File: src/rtl/mips_pkg.sv
// Shared MIPS-style pipeline definitions: opcodes, EX/MEM and MEM/WB bus layouts,
// MEM-stage handshake states and small decode/pack helpers.
package mips_pkg;

    localparam int XLEN  = 32;
    localparam int OP_W  = 6;
    localparam int REG_W = 5;

    localparam int EXM_W         = 76;
    localparam int EXM_SDATA_LSB = 44;
    localparam int EXM_OP_LSB    = 38;
    localparam int EXM_ALU_LSB   = 6;
    localparam int EXM_DEST_LSB  = 1;
    localparam int EXM_ISR_BIT   = 0;

    localparam int WB_W        = 38;
    localparam int WB_DATA_LSB = 6;
    localparam int WB_DEST_LSB = 1;
    localparam int WB_RW_BIT   = 0;

    localparam logic [OP_W-1:0] OP_ADD  = 6'd0;
    localparam logic [OP_W-1:0] OP_SUB  = 6'd1;
    localparam logic [OP_W-1:0] OP_AND  = 6'd2;
    localparam logic [OP_W-1:0] OP_OR   = 6'd3;
    localparam logic [OP_W-1:0] OP_XOR  = 6'd4;
    localparam logic [OP_W-1:0] OP_SLT  = 6'd5;
    localparam logic [OP_W-1:0] OP_ADDI = 6'd8;
    localparam logic [OP_W-1:0] OP_ANDI = 6'd9;
    localparam logic [OP_W-1:0] OP_ORI  = 6'd10;
    localparam logic [OP_W-1:0] OP_XORI = 6'd11;
    localparam logic [OP_W-1:0] OP_SLLI = 6'd12;
    localparam logic [OP_W-1:0] OP_LW   = 6'd13;
    localparam logic [OP_W-1:0] OP_SW   = 6'd14;

    typedef enum logic [1:0] {ST_IDLE, ST_REQ, ST_RESP} mem_state_e;
    typedef enum logic [1:0] {CLS_ALU, CLS_LW, CLS_SW, CLS_UNK} op_class_e;

    function automatic op_class_e op_class(input logic [OP_W-1:0] op);
        op_class_e c;
        case (op)
            OP_ADD, OP_SUB, OP_AND, OP_OR, OP_XOR, OP_SLT,
            OP_ADDI, OP_ANDI, OP_ORI, OP_XORI, OP_SLLI: c = CLS_ALU;
            OP_LW:   c = CLS_LW;
            OP_SW:   c = CLS_SW;
            default: c = CLS_UNK;
        endcase
        return c;
    endfunction

    // A write to r0 never asserts reg_write, whatever the instruction class.
    function automatic logic [WB_W-1:0] pack_wb(input logic [XLEN-1:0]  data,
                                                 input logic [REG_W-1:0] dest,
                                                 input logic             rw);
        logic [WB_W-1:0] w;
        w = '0;
        w[WB_DATA_LSB +: XLEN]  = data;
        w[WB_DEST_LSB +: REG_W] = dest;
        w[WB_RW_BIT]            = rw && (dest != '0);
        return w;
    endfunction

endpackage

File: src/rtl/mem_req_fsm.sv
// Data-memory request/response handshake for one load or store at a time.
// Request fields are registered and held until the memory accepts them.
import mips_pkg::*;

module mem_req_fsm (
    input  logic            clk,
    input  logic            rst_n,
    input  logic            start,
    input  logic            is_load,
    input  logic [XLEN-1:0] addr,
    input  logic [XLEN-1:0] wdata,
    input  logic            dmem_ready,
    input  logic            dmem_rvalid,
    input  logic [XLEN-1:0] dmem_rdata,
    output logic            busy,
    output logic            dmem_req,
    output logic            dmem_we,
    output logic [XLEN-1:0] dmem_addr,
    output logic [XLEN-1:0] dmem_wdata,
    output logic            done,
    output logic            done_load,
    output logic [XLEN-1:0] ld_data
);

    mem_state_e      state_q, state_d;
    logic            req_q, req_d;
    logic            we_q, we_d;
    logic [XLEN-1:0] addr_q, addr_d;
    logic [XLEN-1:0] wdata_q, wdata_d;

    always_ff @(posedge clk or negedge rst_n) begin
        if (!rst_n) begin
            state_q <= ST_IDLE;
            req_q   <= 1'b0;
            we_q    <= 1'b0;
            addr_q  <= '0;
            wdata_q <= '0;
        end else begin
            state_q <= state_d;
            req_q   <= req_d;
            we_q    <= we_d;
            addr_q  <= addr_d;
            wdata_q <= wdata_d;
        end
    end

    always_comb begin
        state_d   = state_q;
        req_d     = req_q;
        we_d      = we_q;
        addr_d    = addr_q;
        wdata_d   = wdata_q;
        done      = 1'b0;
        done_load = 1'b0;
        case (state_q)
            ST_IDLE: begin
                if (start) begin
                    state_d = ST_REQ;
                    req_d   = 1'b1;
                    we_d    = !is_load;
                    addr_d  = addr;
                    wdata_d = is_load ? '0 : wdata;
                end
            end
            ST_REQ: begin
                if (dmem_ready) begin
                    req_d = 1'b0;
                    if (we_q) begin
                        done    = 1'b1;
                        state_d = ST_IDLE;
                    end else if (dmem_rvalid) begin
                        // Accept and response in the same cycle: skip RESP entirely.
                        done      = 1'b1;
                        done_load = 1'b1;
                        state_d   = ST_IDLE;
                    end else begin
                        state_d = ST_RESP;
                    end
                end
            end
            ST_RESP: begin
                if (dmem_rvalid) begin
                    done      = 1'b1;
                    done_load = 1'b1;
                    state_d   = ST_IDLE;
                end
            end
            default: state_d = ST_IDLE;
        endcase
    end

    assign busy       = (state_q != ST_IDLE);
    assign dmem_req   = req_q;
    assign dmem_we    = we_q;
    assign dmem_addr  = addr_q;
    assign dmem_wdata = wdata_q;
    assign ld_data    = done_load ? dmem_rdata : '0;

endmodule

File: src/rtl/memory_access.sv
// MEM pipeline stage: decodes the EX/MEM bus, runs loads/stores through the
// handshake FSM and registers the MEM/WB bus.
import mips_pkg::*;

module memory_access #(
    parameter logic ALIGN_CHECK = 1'b1
) (
    input  logic              clk,
    input  logic              rst_n,
    input  logic              ex_valid,
    input  logic [EXM_W-1:0]  ex_mem,
    output logic              mem_stall,
    output logic              dmem_req,
    output logic              dmem_we,
    output logic [XLEN-1:0]   dmem_addr,
    output logic [XLEN-1:0]   dmem_wdata,
    input  logic              dmem_ready,
    input  logic              dmem_rvalid,
    input  logic [XLEN-1:0]   dmem_rdata,
    output logic              mem_wb_valid,
    output logic [WB_W-1:0]   mem_wb,
    output logic              misalign_err
);

    logic [XLEN-1:0]  ex_sdata, ex_alu;
    logic [OP_W-1:0]  ex_op;
    logic [REG_W-1:0] ex_dest;
    logic             unused_is_r;

    assign ex_sdata    = ex_mem[EXM_SDATA_LSB +: XLEN];
    assign ex_op       = ex_mem[EXM_OP_LSB +: OP_W];
    assign ex_alu      = ex_mem[EXM_ALU_LSB +: XLEN];
    assign ex_dest     = ex_mem[EXM_DEST_LSB +: REG_W];
    assign unused_is_r = ex_mem[EXM_ISR_BIT];

    op_class_e cls;
    logic      accept, is_mem, misalign, start;

    assign cls      = op_class(ex_op);
    assign accept   = ex_valid && !mem_stall;
    assign is_mem   = (cls == CLS_LW) || (cls == CLS_SW);
    assign misalign = ALIGN_CHECK && is_mem && (ex_alu[1:0] != 2'b00);
    assign start    = accept && is_mem && !misalign;

    logic            mem_done, ld_done;
    logic [XLEN-1:0] ld_data;

    mem_req_fsm u_fsm (
        .clk         (clk),
        .rst_n       (rst_n),
        .start       (start),
        .is_load     (cls == CLS_LW),
        .addr        ({ex_alu[XLEN-1:2], 2'b00}),
        .wdata       (ex_sdata),
        .dmem_ready  (dmem_ready),
        .dmem_rvalid (dmem_rvalid),
        .dmem_rdata  (dmem_rdata),
        .busy        (mem_stall),
        .dmem_req    (dmem_req),
        .dmem_we     (dmem_we),
        .dmem_addr   (dmem_addr),
        .dmem_wdata  (dmem_wdata),
        .done        (mem_done),
        .done_load   (ld_done),
        .ld_data     (ld_data)
    );

    logic [REG_W-1:0] dest_q, dest_d;
    logic [WB_W-1:0]  mem_wb_q, mem_wb_d;
    logic             wb_valid_q, wb_valid_d;
    logic             mis_q, mis_d;

    always_ff @(posedge clk or negedge rst_n) begin
        if (!rst_n) begin
            dest_q     <= '0;
            mem_wb_q   <= '0;
            wb_valid_q <= 1'b0;
            mis_q      <= 1'b0;
        end else begin
            dest_q     <= dest_d;
            mem_wb_q   <= mem_wb_d;
            wb_valid_q <= wb_valid_d;
            mis_q      <= mis_d;
        end
    end

    // Non-writing retirements (store, unknown, dropped access) carry zero data.
    always_comb begin
        dest_d     = dest_q;
        mem_wb_d   = mem_wb_q;
        wb_valid_d = 1'b0;
        mis_d      = 1'b0;
        if (start) begin
            dest_d = ex_dest;
        end
        if (accept && !start) begin
            wb_valid_d = 1'b1;
            mis_d      = misalign;
            mem_wb_d   = pack_wb((cls == CLS_ALU) ? ex_alu : '0, ex_dest, cls == CLS_ALU);
        end else if (mem_done) begin
            wb_valid_d = 1'b1;
            mem_wb_d   = pack_wb(ld_data, dest_q, ld_done);
        end
    end

    assign mem_wb       = mem_wb_q;
    assign mem_wb_valid = wb_valid_q;
    assign misalign_err = mis_q;

endmodule

File: config.mk
export PLATFORM = sky130hd
export DESIGN_NAME = memory_access
export DESIGN_NICKNAME = d
export VERILOG_FILES = /design/src/rtl/mips_pkg.sv /design/src/rtl/mem_req_fsm.sv /design/src/rtl/memory_access.sv
export SDC_FILE = /design/constraint.sdc
export NUM_CORES = 1
export LEC_CHECK = 0
export ABC_CLOCK_PERIOD_IN_PS = 2200
export CAP_MARGIN = 20
export CORE_MARGIN = 5
export CORE_UTILIZATION = 38
export DETAILED_ROUTE_END_ITERATION = 6
export PLACE_DENSITY = 0.77
export SETUP_SLACK_MARGIN = 0.2
export SLEW_MARGIN = 25
export SYNTH_ARGS = -nofsm -noshare
export SYNTH_HDL_FRONTEND = slang
export SYNTH_SLANG_ARGS = --single-unit
File: constraint.sdc
create_clock -name clk -period 2.2 [get_ports clk]
set_clock_uncertainty 0.2 [all_clocks]
set_input_delay 0.66 -clock clk [delete_from_list [all_inputs] [get_ports clk]]
set_output_delay 0.66 -clock clk [all_outputs]
set_load 0.005 [all_outputs]
==> flow_metrics.env <==
export IMPL_outcome="complete, but fails checks"
export IMPL_violations="negative setup slack"
export IMPL_setup_worst_path_start_class="primary input"
export IMPL_critPathSlowestCell="sky130_fd_sc_hd__mux2_2"
export IMPL_slew_limit_headroom_pct=66.3
export IMPL_cts_bufs_inserted=9
export IMPL_drt_first_pass_iters=6
export IMPL_clk_pin_slew_ns=0.07
export IMPL_clk_latency_ns=0.34
export IMPL_fillCellCount=902
export IMPL_gp_congestion=0.854
export IMPL_seq_power_share_pct=33.6
export IMPL_critPathBufInv=5
export IMPL_layout_area_overhead_vs_synth_pct=83.5
export IMPL_synth_compound_gate_area_share_pct=13.3
export IMPL_leading_cell_type_in_the_layout_fill_and_taps_excluded="sky130_fd_sc_hd__dfrtp_1"
export IMPL_netlist_cell_type_count=35
export IMPL_grt_overflow=0
export IMPL_power_frac_comb_pct=47.0
export IMPL_chipWidth_um=124
export IMPL_maxCapViolCount=0
export IMPL_setup_total_negative_slack_ns=-42.60
export IMPL_switchingPower_mw=3.25
export IMPL_final_cell_mix="sky130_fd_sc_hd__dfrtp_1 (111), sky130_fd_sc_hd__dlygate4sd2_1 (106), sky130_fd_sc_hd__clkdlybuf4s50_1 (104)"
export IMPL_power_per_cell_area_nw_per_um2=1090
export IMPL_first_global_vias=4714
export IMPL_achievable_frequency_mhz=367
export IMPL_post_dp_hpwl_um=11000
export IMPL_slew_viol_final=0
export IMPL_tritoncts="built"
export IMPL_worstMarginPinSlew_ns=0.505
export IMPL_antenna_found_initial=1
export IMPL_cts_hold_buf=0
export IMPL_finish_net_count=804
export IMPL_placeableCoreArea_sq_um=12600
export IMPL_final_core_utilization_pct=71.3
export IMPL_timing_critical_path_cells="dlygate4sd2_1 -> a211oi_2 -> buf_4 -> ha_4 -> nor3b_4 -> nor2_4 -> a21oi_4 -> buf_6 -> buf_12 -> buf_16 -> mux2_2"
export IMPL_numClockSinks=111
export IMPL_path_class="primary input to register"
export IMPL_synth_xor_area_share_pct=0
export IMPL_dieHeight_um=124
export IMPL_global_route_wire_length_before_repair_um=25000
export IMPL_r2r_start="u_fsm.state_q[1]"
export IMPL_starting_density_of_the_core_pct=38.8
export IMPL_largest_stage_delay_on_the_critical_path_ns=0.32
export IMPL_grt_max_degree=58
export IMPL_synth_sequential_area_ratio_pct=56.7
export IMPL_syn_mean_instance_area_sq_um=12.1
export IMPL_viasPerCell=5.23
export IMPL_synthDominantCellAreaShare_pct=56.7
export IMPL_post_route_min_period_ns=2.73
export IMPL_finalWorstSetupSlack_ns=-0.526
export IMPL_io_pins=220
export IMPL_floorplan_die_area_sq_um=15300
export IMPL_path_delay_family="buffers and inverters"
export IMPL_post_route_cells_drive_above_1_share_pct=35.7
export IMPL_synthTopCellsByArea="sky130_fd_sc_hd__dfrtp_1 (57%), sky130_fd_sc_hd__mux2_2 (16%), sky130_fd_sc_hd__a22o_1 (5.7%), sky130_fd_sc_hd__nand2b_1 (4.1%), sky130_fd_sc_hd__o21ai_0 (4.0%)"
export IMPL_cp_depth=11
export IMPL_pre_cts_slack_ns=-1.29
export IMPL_main_combinational_cell_family_by_area_after_synthesis="multiplexers"
export IMPL_pwr_share_clk_pct=19.5
export IMPL_design_power_total_mw=9.79
export IMPL_rsz0062_at_grt="yes"
export IMPL_drt_drc_violations_left=0
export IMPL_synth_adder_area_share_pct=1.53
export IMPL_r2r_cells=9
export IMPL_p_int_mw=6.54
export IMPL_detailroute_via_count=4515
export IMPL_critPathRequiredTime_ns=2.23
export IMPL_synth_area_in_simple_gates_pct=9.09
export IMPL_sw_frac_of_total_pct=33.2
export IMPL_arrival_ns=2.76
export IMPL_hold_class="primary input to asynchronous set/reset pin"
export IMPL_ant_nets=0
export IMPL_cts_htree_levels=3
export IMPL_drt_iter0_markers=249
export IMPL_ctsLongestPathBuffers=2
export IMPL_syn_cell_area_sq_um=4900
export IMPL_timing_final_crit_share_pct=124
export IMPL_setup_violations_final=111
export IMPL_hold_viol=0
export IMPL_irDropWorstVdd_mv=0.668
export IMPL_synth_yosys_warnings=0
export IMPL_muxShareOfSynthArea_pct=15.8
export IMPL_routed_wire_length_per_instance_um=21.6
export IMPL_port_buffers=216
export IMPL_number_of_storage_elements_in_the_synthesis_netlist=111
export IMPL_global_route_usage_total_pct=21.5
export IMPL_worstPathMaxFanout=5
export IMPL_core_rowCount=41
export IMPL_crit_reg2reg_capture="mem_wb[7]"
export IMPL_synth_largest_area_cell="sky130_fd_sc_hd__dfrtp_1"
export IMPL_critPathCaptureType="register"
export IMPL_detailed_route_wire_length_um=18700
export IMPL_total_leakage_power_nw=4.43
export IMPL_ff2ff_setup_slack_ns=-0.16
export IMPL_postSynthCellCount=405
export IMPL_clockRootBuffer="sky130_fd_sc_hd__clkbuf_16"
-- worst max path at each step --
stage / startpoint / endpoint / slack (ns)
6_report: ex_mem[40] / mem_wb[7] / -0.53
5_1_grt: ex_mem[41] / mem_wb[7] / -0.56
4_1_cts: ex_mem[41] / mem_wb[18] / -0.50
3_5_place_dp: ex_mem[41] / mem_wb[20] / -1.29
3_3_place_gp: ex_mem[41] / mem_wb[35] / -1.25
2_1_floorplan: ex_mem[41] / u_fsm.state_q[0] / -0.59
-- metal layers --
metal  wire, um  track usage, %  vias to the layer above
met5          0               0                        -
met4        726            10.4                        0
met3       1150            3.95                       52
met2       9740            37.7                      201
met1       7050            25.3                     2250
li1           -               -                     2012
-- Yosys cell counts --
master,number
sky130_fd_sc_hd__and2_1,1
sky130_fd_sc_hd__nor3_1,2
sky130_fd_sc_hd__conb_1,1
sky130_fd_sc_hd__a31oi_1,5
sky130_fd_sc_hd__inv_1,9
sky130_fd_sc_hd__a21oi_1,7
sky130_fd_sc_hd__ha_1,6
sky130_fd_sc_hd__a222oi_1,1
sky130_fd_sc_hd__buf_2,4
sky130_fd_sc_hd__clkbuf_1,17
sky130_fd_sc_hd__mux2_1,1
sky130_fd_sc_hd__a221o_1,1
sky130_fd_sc_hd__o21ai_0,39
sky130_fd_sc_hd__mux2_2,68
sky130_fd_sc_hd__or3_1,1
sky130_fd_sc_hd__a22o_1,32
sky130_fd_sc_hd__o21a_1,1
sky130_fd_sc_hd__or2_2,1
sky130_fd_sc_hd__o221a_2,1
sky130_fd_sc_hd__a32o_1,1
sky130_fd_sc_hd__a21oi_4,1
sky130_fd_sc_hd__nand2_1,35
sky130_fd_sc_hd__nor2_1,9
sky130_fd_sc_hd__or4_1,1
sky130_fd_sc_hd__nor3b_2,2
sky130_fd_sc_hd__dfrtp_1,111
sky130_fd_sc_hd__nand3_1,2
sky130_fd_sc_hd__o21bai_1,1
sky130_fd_sc_hd__and3b_1,1
sky130_fd_sc_hd__buf_6,2
sky130_fd_sc_hd__a21o_1,2
sky130_fd_sc_hd__a32oi_1,1
sky130_fd_sc_hd__buf_4,4
sky130_fd_sc_hd__a211oi_1,2
sky130_fd_sc_hd__nand2b_1,32
-- state kept, by name, summed over array words and instances, names as in the netlist --
register	flops
mem_wb	38
u_fsm.dmem_addr	30
u_fsm.dmem_req	1
u_fsm.state_q	2
u_fsm.dmem_wdata	32
mem_wb_valid	1
u_fsm.dmem_we	1
dest_q	5
misalign_err	1
-- power by group through the flow --
stage                     registers, mW  clock network, mW  logic [mW]
after floorplan                    3.26                  0        1.42
after global placement             3.22                  0        3.58
after detailed placement           3.26                  0        3.69
after CTS                          3.18               1.93        3.96
after global routing               3.38               2.02        4.89
final                              3.29               1.91        4.60
-- cell families after synthesis --
family | count (synthesis)
DFF | 111
other | 1
muxes | 69
and+or+nand+nor | 87
buffers and inverters | 36
AOI/OAI and AO/OA | 95
adders and majority gates | 6
-- final cells by class --
cell class | instances | area [sq um] | share of cell area, %
multi-input cells | 263 | 2520 | 28.1
inverters | 9 | 33.8 | 0.376
repair buffers | 291 | 3090 | 34.3
flip-flops and latches | 111 | 2780 | 30.9
diodes | 1 | 2.50 | 0.0278
clock buffers | 10 | 239 | 2.66
well taps | 172 | 215 | 2.39
clock inverters | 6 | 115 | 1.28
-- per-stage QoR --
step                cells  hold slack (ns)  area (sq um)
floorplan             406            0.164          5000
global placement      797            0.263          7480
detailed placement    797            0.269          7480
CTS                   848            0.110          8300
global route          863            0.121          9000
finish                863           0.0995          9000
-- timing repair --
action | in CTS | in global routing
cloned | 10 | 10
pin swaps | 10 | 50
setup endpoints to repair | 216 | 112
buffers inserted | 25 | 4
resized for setup | 188 | 111
Note: power is estimated with default switching activity, not from simulation.
